$ cat src/rtl/lcd_bus_reader_if.sv
// Signal bundle between the LCD read master and its user/bus side.
// master = reader block, slave = requester plus panel bus/arbiter.
interface lcd_bus_reader_if;
  logic        start;
  logic [7:0]  cmd;
  logic [2:0]  num_bytes;
  logic        busy;
  logic        done;
  logic        err;
  logic [31:0] rd_data;
  logic        bus_req;
  logic        bus_grant;
  logic [7:0]  lcd_db_out;
  logic [7:0]  lcd_db_in;
  logic        lcd_db_oe;
  logic        lcd_wr;
  logic        lcd_rd;
  logic        lcd_d_c;

  modport master (
    input  start, cmd, num_bytes, bus_grant, lcd_db_in,
    output busy, done, err, rd_data, bus_req,
    output lcd_db_out, lcd_db_oe, lcd_wr, lcd_rd, lcd_d_c
  );

  modport slave (
    output start, cmd, num_bytes, bus_grant, lcd_db_in,
    input  busy, done, err, rd_data, bus_req,
    input  lcd_db_out, lcd_db_oe, lcd_wr, lcd_rd, lcd_d_c
  );
endinterface

$ cat src/rtl/lcd_bus_reader.sv
// 8080-style LCD read master: one command write, then 0..MAX_BYTES RD strobes.
// All outputs are registered from the next-state decode so they move only on clk.
module lcd_bus_reader #(
  parameter int WR_LOW_CYC  = 2,
  parameter int WR_HIGH_CYC = 2,
  parameter int RD_LOW_CYC  = 10,
  parameter int RD_HIGH_CYC = 4,
  parameter int MAX_BYTES   = 4
) (
  input logic              clk,
  input logic              reset,
  lcd_bus_reader_if.master lcd
);

  localparam int CNT_W  = 8;
  localparam int LEFT_W = $clog2(MAX_BYTES + 1);

  typedef enum logic [2:0] {
    S_IDLE, S_REQ, S_CMD_LOW, S_CMD_HIGH, S_TURN, S_RD_LOW, S_RD_HIGH, S_DONE
  } state_t;

  state_t              r_state, w_next;
  logic [CNT_W-1:0]    r_cnt, w_len;
  logic [LEFT_W-1:0]   r_left, w_left_next, w_nb;
  logic [7:0]          r_cmd;
  logic [31:0]         r_rd_data;
  logic                w_last, w_abort, w_capture, w_accept, w_on_bus;
  logic                r_busy, r_done, r_err, r_bus_req;
  logic                r_wr, r_rd, r_d_c, r_oe;
  logic [7:0]          r_db_out;

  assign w_accept = (r_state == S_IDLE) && lcd.start;
  assign w_nb     = (int'(lcd.num_bytes) > MAX_BYTES) ? LEFT_W'(MAX_BYTES)
                                                      : LEFT_W'(lcd.num_bytes);
  assign w_on_bus = r_state inside {S_CMD_LOW, S_CMD_HIGH, S_TURN, S_RD_LOW, S_RD_HIGH};

  always_comb begin
    w_len = CNT_W'(1);
    case (r_state)
      S_CMD_LOW:  w_len = CNT_W'(WR_LOW_CYC);
      S_CMD_HIGH: w_len = CNT_W'(WR_HIGH_CYC);
      S_RD_LOW:   w_len = CNT_W'(RD_LOW_CYC);
      S_RD_HIGH:  w_len = CNT_W'(RD_HIGH_CYC);
      default:    w_len = CNT_W'(1);
    endcase
  end

  assign w_last = (r_cnt == w_len - CNT_W'(1));

  always_ff @(posedge clk) begin
    if (reset) r_state <= S_IDLE;
    else       r_state <= w_next;
  end

  always_comb begin
    w_next      = r_state;
    w_abort     = 1'b0;
    w_capture   = 1'b0;
    w_left_next = r_left;
    case (r_state)
      S_IDLE:     if (lcd.start) w_next = S_REQ;
      S_REQ:      if (lcd.bus_grant) w_next = S_CMD_LOW;
      S_CMD_LOW:  if (w_last) w_next = S_CMD_HIGH;
      S_CMD_HIGH: if (w_last) w_next = (r_left == '0) ? S_DONE : S_TURN;
      S_TURN:     w_next = S_RD_LOW;
      S_RD_LOW: begin
        if (w_last) begin
          w_next    = S_RD_HIGH;
          w_capture = 1'b1;
        end
      end
      S_RD_HIGH: begin
        if (w_last) begin
          w_left_next = r_left - LEFT_W'(1);
          w_next      = (r_left == LEFT_W'(1)) ? S_DONE : S_RD_LOW;
        end
      end
      S_DONE:     w_next = S_IDLE;
      default:    w_next = S_IDLE;
    endcase
    // Losing the bus mid-transfer overrides everything, including a pending capture.
    if (w_on_bus && !lcd.bus_grant) begin
      w_abort     = 1'b1;
      w_capture   = 1'b0;
      w_left_next = r_left;
      w_next      = S_DONE;
    end
  end

  always_ff @(posedge clk) begin
    if (w_accept) r_cmd <= lcd.cmd;
  end

  always_ff @(posedge clk) begin
    if (reset) begin
      r_cnt     <= '0;
      r_left    <= '0;
      r_rd_data <= '0;
      r_busy    <= 1'b0;
      r_done    <= 1'b0;
      r_err     <= 1'b0;
      r_bus_req <= 1'b0;
      r_wr      <= 1'b1;
      r_rd      <= 1'b1;
      r_d_c     <= 1'b1;
      r_oe      <= 1'b0;
      r_db_out  <= '0;
    end else begin
      r_cnt  <= (w_next != r_state) ? '0 : r_cnt + CNT_W'(1);
      r_left <= w_accept ? w_nb : w_left_next;
      if (w_accept)       r_rd_data <= '0;
      else if (w_capture) r_rd_data <= {r_rd_data[23:0], lcd.lcd_db_in};
      r_busy    <= (w_next != S_IDLE);
      r_done    <= (w_next == S_DONE);
      r_err     <= w_abort;
      r_bus_req <= w_next inside {S_REQ, S_CMD_LOW, S_CMD_HIGH, S_TURN, S_RD_LOW, S_RD_HIGH};
      r_wr      <= (w_next != S_CMD_LOW);
      r_rd      <= (w_next != S_RD_LOW);
      r_d_c     <= !(w_next inside {S_CMD_LOW, S_CMD_HIGH});
      r_oe      <= w_next inside {S_CMD_LOW, S_CMD_HIGH};
      r_db_out  <= (w_next inside {S_CMD_LOW, S_CMD_HIGH}) ? r_cmd : 8'h00;
    end
  end

  assign lcd.busy       = r_busy;
  assign lcd.done       = r_done;
  assign lcd.err        = r_err;
  assign lcd.rd_data    = r_rd_data;
  assign lcd.bus_req    = r_bus_req;
  assign lcd.lcd_wr     = r_wr;
  assign lcd.lcd_rd     = r_rd;
  assign lcd.lcd_d_c    = r_d_c;
  assign lcd.lcd_db_oe  = r_oe;
  assign lcd.lcd_db_out = r_db_out;

endmodule

$ cat src/flat_wrapper.sv
// flat-port wrapper written by rule: the top's interface ports become plain ports
module lcd_bus_reader_flat 
#(
  parameter int WR_LOW_CYC  = 2,
  parameter int WR_HIGH_CYC = 2,
  parameter int RD_LOW_CYC  = 10,
  parameter int RD_HIGH_CYC = 4,
  parameter int MAX_BYTES   = 4
)
  (clk, reset, lcd_start, lcd_cmd, lcd_num_bytes, lcd_bus_grant, lcd_lcd_db_in, lcd_busy, lcd_done, lcd_err, lcd_rd_data, lcd_bus_req, lcd_lcd_db_out, lcd_lcd_db_oe, lcd_lcd_wr, lcd_lcd_rd, lcd_lcd_d_c);
  lcd_bus_reader_if lcd_i ();
  input logic clk;
  input logic reset;
  input wire logic [$bits(lcd_i.start)-1:0] lcd_start;
  input wire logic [$bits(lcd_i.cmd)-1:0] lcd_cmd;
  input wire logic [$bits(lcd_i.num_bytes)-1:0] lcd_num_bytes;
  input wire logic [$bits(lcd_i.bus_grant)-1:0] lcd_bus_grant;
  input wire logic [$bits(lcd_i.lcd_db_in)-1:0] lcd_lcd_db_in;
  output wire logic [$bits(lcd_i.busy)-1:0] lcd_busy;
  output wire logic [$bits(lcd_i.done)-1:0] lcd_done;
  output wire logic [$bits(lcd_i.err)-1:0] lcd_err;
  output wire logic [$bits(lcd_i.rd_data)-1:0] lcd_rd_data;
  output wire logic [$bits(lcd_i.bus_req)-1:0] lcd_bus_req;
  output wire logic [$bits(lcd_i.lcd_db_out)-1:0] lcd_lcd_db_out;
  output wire logic [$bits(lcd_i.lcd_db_oe)-1:0] lcd_lcd_db_oe;
  output wire logic [$bits(lcd_i.lcd_wr)-1:0] lcd_lcd_wr;
  output wire logic [$bits(lcd_i.lcd_rd)-1:0] lcd_lcd_rd;
  output wire logic [$bits(lcd_i.lcd_d_c)-1:0] lcd_lcd_d_c;
  assign lcd_i.start = lcd_start;
  assign lcd_i.cmd = lcd_cmd;
  assign lcd_i.num_bytes = lcd_num_bytes;
  assign lcd_i.bus_grant = lcd_bus_grant;
  assign lcd_i.lcd_db_in = lcd_lcd_db_in;
  assign lcd_busy = lcd_i.busy;
  assign lcd_done = lcd_i.done;
  assign lcd_err = lcd_i.err;
  assign lcd_rd_data = lcd_i.rd_data;
  assign lcd_bus_req = lcd_i.bus_req;
  assign lcd_lcd_db_out = lcd_i.lcd_db_out;
  assign lcd_lcd_db_oe = lcd_i.lcd_db_oe;
  assign lcd_lcd_wr = lcd_i.lcd_wr;
  assign lcd_lcd_rd = lcd_i.lcd_rd;
  assign lcd_lcd_d_c = lcd_i.lcd_d_c;
  lcd_bus_reader #(.WR_LOW_CYC(WR_LOW_CYC), .WR_HIGH_CYC(WR_HIGH_CYC), .RD_LOW_CYC(RD_LOW_CYC), .RD_HIGH_CYC(RD_HIGH_CYC), .MAX_BYTES(MAX_BYTES)) u_core (.clk(clk), .reset(reset), .lcd(lcd_i));
endmodule
$ cat config.mk
export PLATFORM = sky130hd
export DESIGN_NAME = lcd_bus_reader_flat
export DESIGN_NICKNAME = d
export VERILOG_FILES = /design/src/rtl/lcd_bus_reader_if.sv /design/src/rtl/lcd_bus_reader.sv /design/src/flat_wrapper.sv
export SDC_FILE = /design/constraint.sdc
export NUM_CORES = 1
export LEC_CHECK = 0
export ABC_AREA = 1
export CORE_ASPECT_RATIO = 0.6
export CORE_MARGIN = 2
export CORE_UTILIZATION = 49
export CTS_BUF_LIST = sky130_fd_sc_hd__clkbuf_16
export CTS_CLUSTER_DIAMETER = 100
export CTS_CLUSTER_SIZE = 14
export DETAILED_ROUTE_END_ITERATION = 8
export PLACE_DENSITY = 0.79
export SKIP_CTS_REPAIR_TIMING = 1
export SYNTH_ARGS = -nofsm -noshare
export SYNTH_HDL_FRONTEND = slang
export SYNTH_SLANG_ARGS = --single-unit
$ cat constraint.sdc
create_clock -name clk -period 2.1 [get_ports clk]
set_clock_uncertainty 0.15 [all_clocks]
set_input_delay 0.315 -clock clk [delete_from_list [all_inputs] [get_ports clk]]
set_output_delay 0.315 -clock clk [all_outputs]
set_load 0.01 [all_outputs]
After elaboration in Yosys (flattened, before gate mapping)
Index checks and enable logic that the tools add are counted.
{"block": "word_totals", "output_inout_bits": 48, "latch_bits": 0, "n_memories": 0, "regBits": 70, "mem_bits_rw": 0, "input_bits": 23, "mem_bits_ro": 0}
{"block": "op_classes", "mux": 20, "n_reduce_logical": 17, "bitwise": 1, "n_div": 0, "add_sub_neg": 3, "order_cmp": 1, "mul": 0, "eq_ne": 20, "n_shift": 0}
{"op": "2-to-1 mux 3 bit", "n": 12}
{"op": "equality test 3 bit (second input constant)", "n": 8}
{"op": "case mux 3 bit (8 select lines)", "n": 1}
{"op": "equality test 3 x 2 -> 1 bit (second input constant)", "n": 4}
{"op": "case mux 4 bit (3 select lines)", "n": 1}
{"op": "equality test 3 x 1 -> 1 bit (second input constant)", "n": 3}
{"op": "adder 8 x 1 -> 8 bit (second input constant)", "n": 1}
{"op": "equality test 8 bit", "n": 1}
{"op": "OR reduction 2 bit", "n": 4}
{"op": "zero test 3 bit", "n": 2}
{"op": "nonzero test 2 bit", "n": 3}
{"op": "nonzero test 6 bit", "n": 1}
{"op": "nonzero test 5 bit", "n": 1}
{"op": "subtractor 4 x 1 -> 5 bit (second input constant)", "n": 1}
{"op": "2-to-1 mux 1 bit", "n": 4}
{"op": "2-to-1 mux 2 bit", "n": 2}
{"op": "greater-than comparator 3 bit (second input constant)", "n": 1}
{"op": "inequality test 3 x 2 -> 1 bit (second input constant)", "n": 1}
{"op": "inequality test 3 bit", "n": 1}
{"op": "inequality test 3 bit (second input constant)", "n": 1}
{"op": "AND reduction 3 bit", "n": 1}
{"op": "nonzero test 3 bit", "n": 1}
{"op": "subtractor 3 x 1 -> 3 bit (second input constant)", "n": 1}
{"op": "logical AND 1 bit", "n": 2}
{"op": "3 further kinds", "n": 4}

Depth between registers and ports, before layout
{"block": "depth", "depth_word": 12, "ltp_mapped": 17, "mapped_depth_nobuf": 16}

Least setup slack after synthesis
OpenSTA, ideal clock, no wires.
{"block": "synth_timing", "path_type": "register -> register", "startpoint": "register u_core.r_state[1]", "endpoint": "register u_core.r_cnt[5]", "arrival_time_ns": 1.575, "setup_ns": 0.117, "path_stages_with_launch": 16, "path_slack_ns": 0.258, "cell_sequence": "dfxtp_1 > buf_4 > inv_2 > nand3_2 > nand2_2 > nand2_4 > nor2_4 > nand3_2 > nand2_2 > nand3_1 > nor2_2 > nand2_1 > nand2_1 > nand2_2 > nand2_4 > nor2_2"}
{"block": "synth_between", "elab_chain_cells": 10, "word_cells_on_any_way": 24, "classes_between": "1 x add/sub; 9 x eq/ne; 9 x mux; 5 x reduce/logical"}
{"element": "from (decl)", "line_no": "lcd_bus_reader.sv:22", "rtl": "state_t r_state, w_next;"}
{"element": "from (signal assigned)", "line_no": "lcd_bus_reader.sv:52", "rtl": "else r_state <= w_next;"}
{"element": "equality test 3 x 2 -> 1 bit", "line_no": "lcd_bus_reader.sv:35, lcd_bus_reader.sv:39, lcd_bus_reader.sv:60"}
{"element": "OR reduction 2 bit (no source line)"}
{"element": "case mux 4 bit (3 select lines)", "line_no": "lcd_bus_reader.sv:39", "rtl": "case (r_state)"}
{"element": "subtractor 4 x 1 -> 5 bit", "line_no": "lcd_bus_reader.sv:48", "rtl": "assign w_last = (r_cnt == w_len - CNT_W'(1));"}
{"element": "equality test 8 bit", "line_no": "lcd_bus_reader.sv:48"}
{"element": "2-to-1 mux 3 bit, on equally long branches"}
{"element": "case mux 3 bit (8 select lines)", "line_no": "lcd_bus_reader.sv:60", "rtl": "case (r_state)"}
{"element": "2-to-1 mux 3 bit", "line_no": "lcd_bus_reader.sv:82", "rtl": "if (w_on_bus && !lcd.bus_grant) begin"}
{"element": "inequality test 3 bit (*)", "line_no": "lcd_bus_reader.sv:109", "rtl": "r_cnt <= (w_next != r_state) ? '0 : r_cnt + CNT_W'(1);"}
{"element": "OR reduction 2 bit (no source line) (*)"}
{"element": "to (signal assigned)", "line_no": "lcd_bus_reader.sv:109"}
{"element": "to (decl)", "line_no": "lcd_bus_reader.sv:23", "rtl": "logic [CNT_W-1:0] r_cnt, w_len;"}
Every way passes the cells marked *; elsewhere a longest branch is shown, timed or not.
A chain may end at the register's enable or synchronous reset.

Final worst setup path
{"block": "layout_timing", "startpoint": "register u_core.r_cnt[7]", "endpoint": "register u_core.r_cnt[3]"}
{"block": "layout_between", "elab_chain_cells": 6, "word_cells_on_any_way": 9, "classes_between": "2 x eq/ne; 6 x mux; 1 x reduce/logical"}
{"element": "equality test 8 bit (*)", "line_no": "lcd_bus_reader.sv:48"}
{"element": "2-to-1 mux 3 bit, on equally long branches"}
{"element": "case mux 3 bit (8 select lines) (*)", "line_no": "lcd_bus_reader.sv:60"}
{"element": "2-to-1 mux 3 bit (*)", "line_no": "lcd_bus_reader.sv:82"}
{"element": "inequality test 3 bit (*)", "line_no": "lcd_bus_reader.sv:109"}
{"element": "OR reduction 2 bit (no source line) (*)"}
Marked as above.

==> results.ini <==
[status]
status = finished, final reports clean

[critical_path]
r2r_slack_ps = 80
critPathCaptureType = flop
r2r-start = u_core.r_cnt[7]
start_kind = flop
critPathRequiredTime_ps = 2170
timing.rr.end = u_core.r_cnt[3]
arrival_ps = 2080
worst-setup-path-type = flop to flop
cp_max_fo = 8
ff2ff_path_depth = 14

[route]
routed-wl-met2_um = 2900
wl_met3_um = 401
wl_met1_um = 3160
via_per_inst = 4.80
avgRoutedWirePerCell_um = 13.0
vias = 2423
wl_um = 6560
top_layer_used = met4
first_iter_violations = 112
drc = 0
dr.pass1.iters = 4
postRouteAntennaNets = 0

[global_route]
grt_usage = 0.208
grt_max_degree = 33
grt_first_pass_wirelength_um = 10400
antenna_found_initial = 0
grt_overflow = 0
grt_pass1_vias = 2199

[sta]
whs_ps = 320
rsz0062_at_grt = yes
hold_violations = 0
worst_pin_slew_ps = 289
setup_viol = 0
min_period_ps = 2020
max_freq_mhz = 496
slew_violations = 0
fin_crit_sh = 0.961
max_slew_margin = 0.806

[floorplanning]
die-area_um2 = 6520
core_area_um2 = 5620
start_util = 0.512
rows = 21
io_pins = 71
die_x_um = 103
dieHeight_um = 63.4

[power_and_ir_drop]
p_leak_nw = 1.85
powerDensity_nw_per_um2 = 1260
p_switching_mw = 1.77
p_sw_frac = 0.333
p_comb_frac = 0.351
total_power_mw = 5.33
seqPwrFrac = 0.317
p_clk_frac = 0.332
vdd_ir_drop_max_mv = 0.632
p_int_mw = 3.55

[min_path]
hold_start = u_core.r_cmd[4]
whs_path_depth = 2
worstHoldPathType = flop to flop
holdPathEnd = u_core.lcd.lcd_db_out[4]

[finish]
drive_above_1_share = 0.207
areaGrowthSynthToFinish_pct = 46.7
n_antenna_cell = 0
layout.nets = 447

[clock_network]
clock_path_buffers = 2
clk_latency_ps = 330
cts.sinks = 70
cts_made_buffers = 9
cts_root_buf = clkbuf_16
htreeDepth = 3
cts_tree = done
cts.clk_slew.worst_paths_ps = 60

[synthesis]
ys_async_sr_fraction = 0
synth.net_count = 358
yosysTopAreaCellShare = 0.431
seq_area_frac_synth = 0.515
yosysWarnings = 0
synth_top_cell_by_area = dfxtp_1
synth_enable_flop_cells = 8
synth-main-ff-cell = dfxtp_1
synth.avg_cell_area_um2 = 8.70
syn_area_um2 = 2880
ys_ff_latch = 70
synth_cell_types = 30
synthCells = 331
yosys-top-cells-area = dfxtp_1, edfxtp_1, nor2_1

[placed_design]
dp_hpwl_um = 4380
portBuffers = 70
place_congestion = 0.874

[run]
maxCapViolCount = 0

## synth_stat cells (2+ instances only)
| master | instances |
|---|---|
| a21oi_1 | 13 |
| nand2_4 | 2 |
| nand2_1 | 36 |
| inv_1 | 41 |
| nor2_1 | 63 |
| mux2i_1 | 14 |
| xnor2_1 | 2 |
| nor2_4 | 3 |
| xor2_1 | 5 |
| buf_4 | 4 |
| nand3_1 | 18 |
| nand2_2 | 7 |
| ha_1 | 4 |
| clkbuf_1 | 3 |
| o21ai_0 | 5 |
| nand3_2 | 5 |
| a211oi_1 | 9 |
| nor2_2 | 9 |
| buf_2 | 3 |
| dfxtp_1 | 62 |
| inv_2 | 4 |
| edfxtp_1 | 8 |
| nor3_1 | 4 |
## worst max-delay path, cell delays in order (launching register included)
cell and delay, ps:
dfxtp_2 320, nor2_1 110, nand2_1 70, nor2_2 140, nand3_2 100, nor2_4 200, nand3_2 100, nand2_2 80
nand3_2 80, nor2_4 150, nand2_2 80, nand2_2 100, nand2_4 70, nand2_8 100, nor2_2 40
## worst max path at each step
stage,startpoint,end,slack [ps]
detailed placement,lcd_bus_grant,u_core.r_cnt[6],10
global route,u_core.r_cnt[7],u_core.r_cnt[5],-40
CTS,u_core.r_state[1],u_core.r_cnt[4],-30
finish,u_core.r_cnt[7],u_core.r_cnt[3],80
global placement,lcd_bus_grant,u_core.r_cnt[3],40
floorplan,u_core.r_state[1],u_core.r_cnt[5],260
## registers in the layout (all words and copies together), names as in the netlist, 3 cells and up
| signal | cells |
|---|---|
| u_core.lcd.rd_data | 32 |
| u_core.r_state | 3 |
| u_core.r_cmd | 8 |
| u_core.lcd.lcd_db_out | 8 |
| u_core.r_cnt | 8 |
| u_core.r_left | 3 |
## stage by stage
stage | setup WS (ps) | util | TNS (ps) | cell area [um2] | instances
after floorplan | 258 | - | 0 | 2880 | 331
after global placement | 41.3 | 0.664 | 0 | 3740 | 482
after detailed placement | 12.7 | 0.664 | 0 | 3740 | 482
after CTS | -28.6 | 0.727 | -195 | 4090 | 498
after global routing | -39.7 | 0.751 | -261 | 4220 | 505
final | 82.4 | 0.751 | 0 | 4220 | 505
## power groups by stage
stage | Sequential (mW) | Clock [mW] | Combinational (mW)
6_report | 1.69 | 1.77 | 1.87
3_5_place_dp | 1.71 | 0 | 1.62
4_1_cts | 1.68 | 1.78 | 1.65
3_3_place_gp | 1.70 | 0 | 1.60
5_1_grt | 1.71 | 1.85 | 2.04
2_1_floorplan | 1.74 | 0 | 1.01
## cell type report
type | instances | area, um2
sequential | 70 | 1500
fill | 394 | 1400
multi-input combinational | 205 | 1240
timing repair buffer | 88 | 861
tap | 80 | 100
clock inverter | 7 | 128
clock buffer | 9 | 225
inverter | 46 | 175
## kinds of logic (layout without fill, tap and decap cells)
logic type	count (synthesis)	after routing	share of synthesized area
adder cells (fa/ha/maj)	4	4	0.0174
flip-flops	70	70	0.515
multiplexers	14	14	0.0487
XOR/XNOR	7	7	0.0213
AND/OR/NAND/NOR	150	150	0.255
AO/OA/AOI/OAI	30	30	0.0626
buffers and inverters	56	150	0.0804
## routing by layer
metal	vias up	GRT usage
met5	-	0
met4	0	0.0757
met3	12	0.0622
met2	75	0.300
met1	1110	0.295
li1	1226	-
## cells in the final DEF (no fill, tap or decap), types with 5 or more instances in the layout
master,count
a211oi_1,9
a21oi_1,12
buf_4,16
clkbuf_16,9
clkdlybuf4s50_1,70
dfxtp_1,56
edfxtp_1,8
inv_1,40
inv_2,5
mux2i_1,14
nand2_1,31
nand2_2,10
nand3_1,12
nand3_2,11
nor2_1,62
nor2_2,9
xor2_1,5
No activity file was read; power rests on OpenSTA's default activity.
